<file path="config.mk">
export PLATFORM = sky130hd
export DESIGN_NAME = ctle_rx_monitor
export DESIGN_NICKNAME = d
export VERILOG_FILES = /design/src/rtl/ctle_rx_monitor.sv
export SDC_FILE = /design/constraint.sdc
export NUM_CORES = 1
export LEC_CHECK = 0
export ABC_AREA = 1
export CAP_MARGIN = 20
export CORE_AREA = 4 4 64 111
export DETAILED_ROUTE_END_ITERATION = 8
export DIE_AREA = 0 0 68 115
export GPL_TIMING_DRIVEN = 0
export PLACE_DENSITY = 0.75
export SYNTH_ARGS = -nofsm -noshare
export SYNTH_HDL_FRONTEND = slang
export SYNTH_SLANG_ARGS = --single-unit
</file>
<file path="constraint.sdc">
create_clock -name emu_clk -period 1.7 [get_ports emu_clk]
set_input_delay 0.34 -clock emu_clk [delete_from_list [all_inputs] [get_ports emu_clk]]
set_output_delay 0.34 -clock emu_clk [all_outputs]
set_load 0.03 [all_outputs]
</file>
<file path="src/rtl/ctle_rx_monitor.sv">
// Receive-side checker for the CTLE emulation path: hysteresis slicer, run-length
// measurement against the expected square-wave half-period, lock and error tracking.
module ctle_rx_monitor #(
  parameter int WIDTH    = 16,
  parameter int TH_HI    = 256,
  parameter int TH_LO    = -256,
  parameter int CNT_W    = 12,
  parameter int EXP_HALF = 5,
  parameter int TOL      = 1,
  parameter int LOCK_N   = 4
) (
  input  logic             emu_clk,
  input  logic             emu_rst_n,
  input  logic             en,
  input  logic [WIDTH-1:0] v_in,
  output logic             bit_out,
  output logic             edge_rise,
  output logic             edge_fall,
  output logic [CNT_W-1:0] high_cnt,
  output logic [CNT_W-1:0] low_cnt,
  output logic             meas_valid,
  output logic             locked,
  output logic [7:0]       err_cnt
);

  localparam int GW = $clog2(LOCK_N + 1);
  localparam int GOOD_LO_I = (EXP_HALF > TOL) ? (EXP_HALF - TOL) : 0;
  localparam logic signed [WIDTH-1:0] TH_HI_S = WIDTH'(TH_HI);
  localparam logic signed [WIDTH-1:0] TH_LO_S = WIDTH'(TH_LO);
  localparam logic [CNT_W-1:0] GOOD_LO = CNT_W'(GOOD_LO_I);
  localparam logic [CNT_W-1:0] GOOD_HI = CNT_W'(EXP_HALF + TOL);
  localparam logic [CNT_W-1:0] TO_LIM  = CNT_W'(2 * EXP_HALF + TOL);
  localparam logic [CNT_W-1:0] RUN_MAX = '1;
  localparam logic [GW-1:0]    LOCK_V  = GW'(LOCK_N);

  typedef enum logic [1:0] {SEARCH, ARMED, MEASURE, LOCKED} state_t;

  state_t           state_q, state_d;
  logic             bit_q, bit_d;
  logic             rise_q, rise_d;
  logic             fall_q, fall_d;
  logic [CNT_W-1:0] high_cnt_q, high_cnt_d;
  logic [CNT_W-1:0] low_cnt_q, low_cnt_d;
  logic             meas_valid_q, meas_valid_d;
  logic             locked_q, locked_d;
  logic [7:0]       err_cnt_q, err_cnt_d;
  logic [CNT_W-1:0] run_q, run_d;
  logic [GW-1:0]    good_q, good_d;

  logic signed [WIDTH-1:0] v_s;
  logic             nbit;
  logic             trans;
  logic             run_good;
  logic             timeout;
  logic [CNT_W-1:0] run_inc;
  logic [GW-1:0]    good_inc;
  logic [7:0]       err_inc;

  assign v_s      = v_in;
  assign nbit     = (v_s >= TH_HI_S) ? 1'b1 : ((v_s <= TH_LO_S) ? 1'b0 : bit_q);
  assign trans    = en && (nbit != bit_q);
  assign run_good = (run_q >= GOOD_LO) && (run_q <= GOOD_HI);
  assign run_inc  = (run_q == RUN_MAX) ? run_q : run_q + 1'b1;
  assign good_inc = (good_q == LOCK_V) ? good_q : good_q + 1'b1;
  assign err_inc  = (err_cnt_q == 8'hFF) ? err_cnt_q : err_cnt_q + 8'd1;
  // A transition in the same step always overrides the timeout.
  assign timeout  = en && !trans && (state_q != SEARCH) && (run_inc > TO_LIM);

  always_ff @(posedge emu_clk or negedge emu_rst_n) begin
    if (!emu_rst_n) begin
      state_q      <= SEARCH;
      bit_q        <= 1'b0;
      rise_q       <= 1'b0;
      fall_q       <= 1'b0;
      high_cnt_q   <= '0;
      low_cnt_q    <= '0;
      meas_valid_q <= 1'b0;
      locked_q     <= 1'b0;
      err_cnt_q    <= '0;
      run_q        <= '0;
      good_q       <= '0;
    end else begin
      state_q      <= state_d;
      bit_q        <= bit_d;
      rise_q       <= rise_d;
      fall_q       <= fall_d;
      high_cnt_q   <= high_cnt_d;
      low_cnt_q    <= low_cnt_d;
      meas_valid_q <= meas_valid_d;
      locked_q     <= locked_d;
      err_cnt_q    <= err_cnt_d;
      run_q        <= run_d;
      good_q       <= good_d;
    end
  end

  always_comb begin
    state_d = state_q;
    if (trans) begin
      case (state_q)
        SEARCH:  state_d = ARMED;
        LOCKED:  state_d = run_good ? LOCKED : MEASURE;
        default: state_d = (run_good && (good_inc == LOCK_V)) ? LOCKED : MEASURE;
      endcase
    end else if (timeout) begin
      state_d = SEARCH;
    end
  end

  always_comb begin
    bit_d        = bit_q;
    rise_d       = 1'b0;
    fall_d       = 1'b0;
    high_cnt_d   = high_cnt_q;
    low_cnt_d    = low_cnt_q;
    meas_valid_d = 1'b0;
    err_cnt_d    = err_cnt_q;
    run_d        = run_q;
    good_d       = good_q;
    locked_d     = (state_d == LOCKED);
    if (en) begin
      bit_d = nbit;
      if (trans) begin
        run_d = {{(CNT_W-1){1'b0}}, 1'b1};
        if (nbit) begin
          rise_d       = 1'b1;
          low_cnt_d    = run_q;
          meas_valid_d = (state_q == MEASURE) || (state_q == LOCKED);
        end else begin
          fall_d     = 1'b1;
          high_cnt_d = run_q;
        end
        // The run that ends while searching started mid-way, so it is never judged.
        if (state_q != SEARCH) begin
          if (run_good) begin
            good_d = good_inc;
          end else begin
            good_d    = '0;
            err_cnt_d = err_inc;
          end
        end
      end else begin
        run_d = run_inc;
        if (timeout) begin
          err_cnt_d = err_inc;
          good_d    = '0;
        end
      end
    end
  end

  assign bit_out    = bit_q;
  assign edge_rise  = rise_q;
  assign edge_fall  = fall_q;
  assign high_cnt   = high_cnt_q;
  assign low_cnt    = low_cnt_q;
  assign meas_valid = meas_valid_q;
  assign locked     = locked_q;
  assign err_cnt    = err_cnt_q;

endmodule
</file>
==> results by group <==
Run status
  – Violations in the final reports: negative setup slack
  – Status: finished with violations

Pwr
  – Clk pwr share: 0.229
  – PnR Total Power: 3470 µW
  – VDD IR max: 0.633 mV
  – Net Sw Power: around 1300 µW
  – Register share of total power: 0.448
  – Switching power as a share of total power: 0.366
  – Pwr/cell area: 875 nW/µm²
  – Pleak: 0.00195 µW
  – Comb power frac: 0.322
  – P_int: 2200 µW

Global route
  – Total gr overflow: 0
  – Initial antenna violation count: 0
  – First-pass GRT wire length: 13200 µm
  – Total GRT Usage: 0.225
  – Largest net degree at the start of global routing: 41
  – Vias in the first global route: 2785

Yosys
  – Area share of the largest cell type after synthesis: 0.473
  – Synth cell types: 30
  – Syn Area/Cell: 8.18 µm²
  – Synth warnings: 0
  – Top cells by count, synth: 98 x nand2_1, 54 x dfrtp_1, 37 x o21ai_0, 34 x inv_1, 28 x nor2_1
  – Synthesized area: between 2000 and 3000 µm²
  – Async S/R FF share, synth: 1.00
  – Post-synth net total: between 300 and 400
  – Most used DFF post-synth: dfrtp_1
  – Synth top area cells: dfrtp_1 47%, nand2_1 13%, o21ai_0 6.5%, inv_1 4.5%, nand3_1 3.9%
  – Most common cell in the netlist: nand2_1
  – Mapped Cells: 349
  – #FFs+latches synth: 54
  – Post-synth top area cell: dfrtp_1
  – Seq/Total Area, Yosys: 0.473
  – Post-synth EDFFs: 0

Clocking
  – Clock root buffer: clkbuf_8
  – CTS tree: built
  – CTS sink count: 54
  – Total CTS buffers: 5
  – Longest Clk Path Bufs: 2
  – Clk slew on worst S/H paths: between 0.1 and 0.15 ns
  – Later-pin clock latency in the skew report: 0.32 ns
  – H-tree levels: 2

Final layout
  – Finished Layout Cells: ~510
  – Multi-input logic area: 1500 µm²
  – Register area: ~1400 µm²
  – N_diodes: 0
  – Layout cell share with drive strength beyond 1: 0.236
  – Area delta synth->final: 38.9%
  – Final nets: 458
  – Fillers: 537

Worst setup path
  – Kind of end point of the critical path: flop
  – Critical path peak fanout: 8
  – CP Class: reg -> reg
  – Required time worst endpoint: 1.92 ns
  – Crit-path slowest cell: dfrtp_2
  – Cells along the critical path: ha_4 > nand2_4 > nor2_4 > nand3_4 > nand2_2 > nor2_2 > nand2_2 > nor2_4 > nand3_4 > nand3_4 > clkbuf_16 > o21ai_2
  – Worst Path Arrival: roughly 2.2 ns
  – Nature of the critical path startpoint: flop
  – WP buf/inv: 1
  – Cell family with most CP delay: simple AND/OR/NAND/NOR gates
  – Worst path max stage delay: 0.46 ns
  – Most used cell, CP: nand3_4

Timing
  – Fin. max-slew vios: 0
  – Ratio of final minimum period to clock period: 1.14
  – Unrepaired setup endpoints after global routing: true
  – WHS: between 0.4 and 0.5 ns
  – Worst slew pin tran: approximately 0.55 ns
  – Final Hold Viols: 0
  – Fin worst setup slack: -0.231 ns
  – Slew headroom: 0.632
  – Finish-stage setup viols: 15
  – Peak Freq: 518 MHz
  – Minimum clock period: 1.93 ns
  – Skew final: 0.0123 ns

Die
  – Num ports: 56
  – Row cnt: 38
  – Starting Density: 0.462
  – Die W: 68 µm
  – Full die area: 7820 µm²
  – Die Y: 115 µm
  – Core area: 6180 µm²

Detailed routing
  – DR WL/cell: ~16 µm
  – DRC: 0
  – First DRT Iteration DRCs: 130
  – Drt first pass iters: 4
  – Total wire length: 8080 µm
  – ANT nets after route: 0
  – Vias: 2674
  – Vias/cell: 5.22

Placed design
  – Post-DP HPWL: between 5000 and 6000 µm
  – Port Buf Inserts: 55
  – Placed Cells: 485
  – Routability cong.: 0.915

Job
  – Max Cap Violations: 0

Hold path
  – Worst hold path class: in -> reg
-- worst reg2reg max path, cell delays in order (launching register included) --
cell and delay [ns]:
dfrtp_2 0.46, ha_4 0.18, nand2_4 0.09, nor2_4 0.07, nand3_4 0.17, nand2_2 0.09
nor2_2 0.12, nand2_2 0.07, nor2_4 0.16, nand3_4 0.10, nand3_4 0.12, clkbuf_16 0.17
o21ai_2 0.05
-- what timing repair did --
| action | 4_1_cts | 5_1_grt |
|---|---|---|
| hold buffers | 1 | 0 |
| resized for setup | 58 | 41 |
| endpoints found under the setup margin | 80 | 50 |
| buffers inserted | 13 | 6 |
| pin swaps | 4 | 11 |
| cloned | 0 | 1 |
| hold endpoints to repair | 14 | 0 |
-- flip-flops by register name (all words and copies together) (netlist names) --
signal and cells:
low_cnt 12, state_q 2, good_q 3, edge_fall 1
locked 1, bit_out 1, err_cnt 8, meas_valid 1
run_q 12, high_cnt 12, edge_rise 1
-- path summary, 6_finish.rpt --
path | from | to | slack, ns | cells past startpoint
worst max-delay path | run_q[0] | err_cnt[1] | -0.23 | 12
worst min-delay path | en | run_q[2] | 0.43 | 2
worst max register to register | run_q[0] | err_cnt[1] | -0.23 | 12
worst min register to register | low_cnt[11] | low_cnt[11] | 0.49 | 2
max in group asynchronous | emu_rst_n | run_q[0] | 0.68 | 3
min in group asynchronous | emu_rst_n | bit_out | 0.46 | 2
-- cell usage in the layout, fill, tap and decap left out, types with 6 or more instances in the layout --
cell type / instances
nor2_1: 25
nand2_2: 22
inv_1: 31
dfrtp_1: 50
o21ai_0: 34
nand4_1: 10
dlygate4sd2_1: 33
clkdlybuf4s50_1: 17
o21ai_2: 10
nand2_1: 78
ha_1: 7
nand3_1: 18
buf_4: 14
clkbuf_8: 6
-- through the flow --
step                setup TNS [ns]  setup WS, ns  cell area (µm²)  utilization
finish                       -2.68        -0.231             3970        0.641
global route                 -4.81        -0.337             3970        0.641
CTS                          -2.26        -0.172             3790        0.614
detailed placement          -24.55        -0.678             3550        0.574
global placement            -96.49         -1.55             3530        0.571
floorplan                   -0.629       -0.0860             2880            -
-- per-layer routing --
metal,vias to the layer above,global-route usage,part of all wire
met5,-,0,0
met4,0,0.117,0.034
met3,23,0.0352,0.050
met2,88,0.407,0.56
met1,1271,0.242,0.35
li1,1292,-,-
-- area by class of cell --
type	count	area share
clock buffer	6	0.0208
clock inverter	2	0.00410
sequential	54	0.342
inverter	36	0.0363
timing repair buffer	75	0.182
multi-input combinational	253	0.378
tap	80	0.0252
buffer	6	0.0117
-- power groups by stage --
stage	clock (µW)	combinational, µW	sequential, µW
2_1_floorplan	0	447	1730
3_3_place_gp	0	961	1570
3_5_place_dp	0	993	1580
4_1_cts	806	1030	1540
5_1_grt	867	1230	1580
6_report	795	1120	1560
-- cell families after synthesis --
logic type | after synthesis | synth area share
AO/OA/AOI/OAI | 54 | 0.107
XOR/XNOR | 10 | 0.0333
adder cells (fa/ha/maj) | 8 | 0.0351
buffers and inverters | 42 | 0.0613
flip-flops | 54 | 0.473
AND/OR/NAND/NOR | 181 | 0.290
Note: power is estimated with default switching activity, not from simulation.
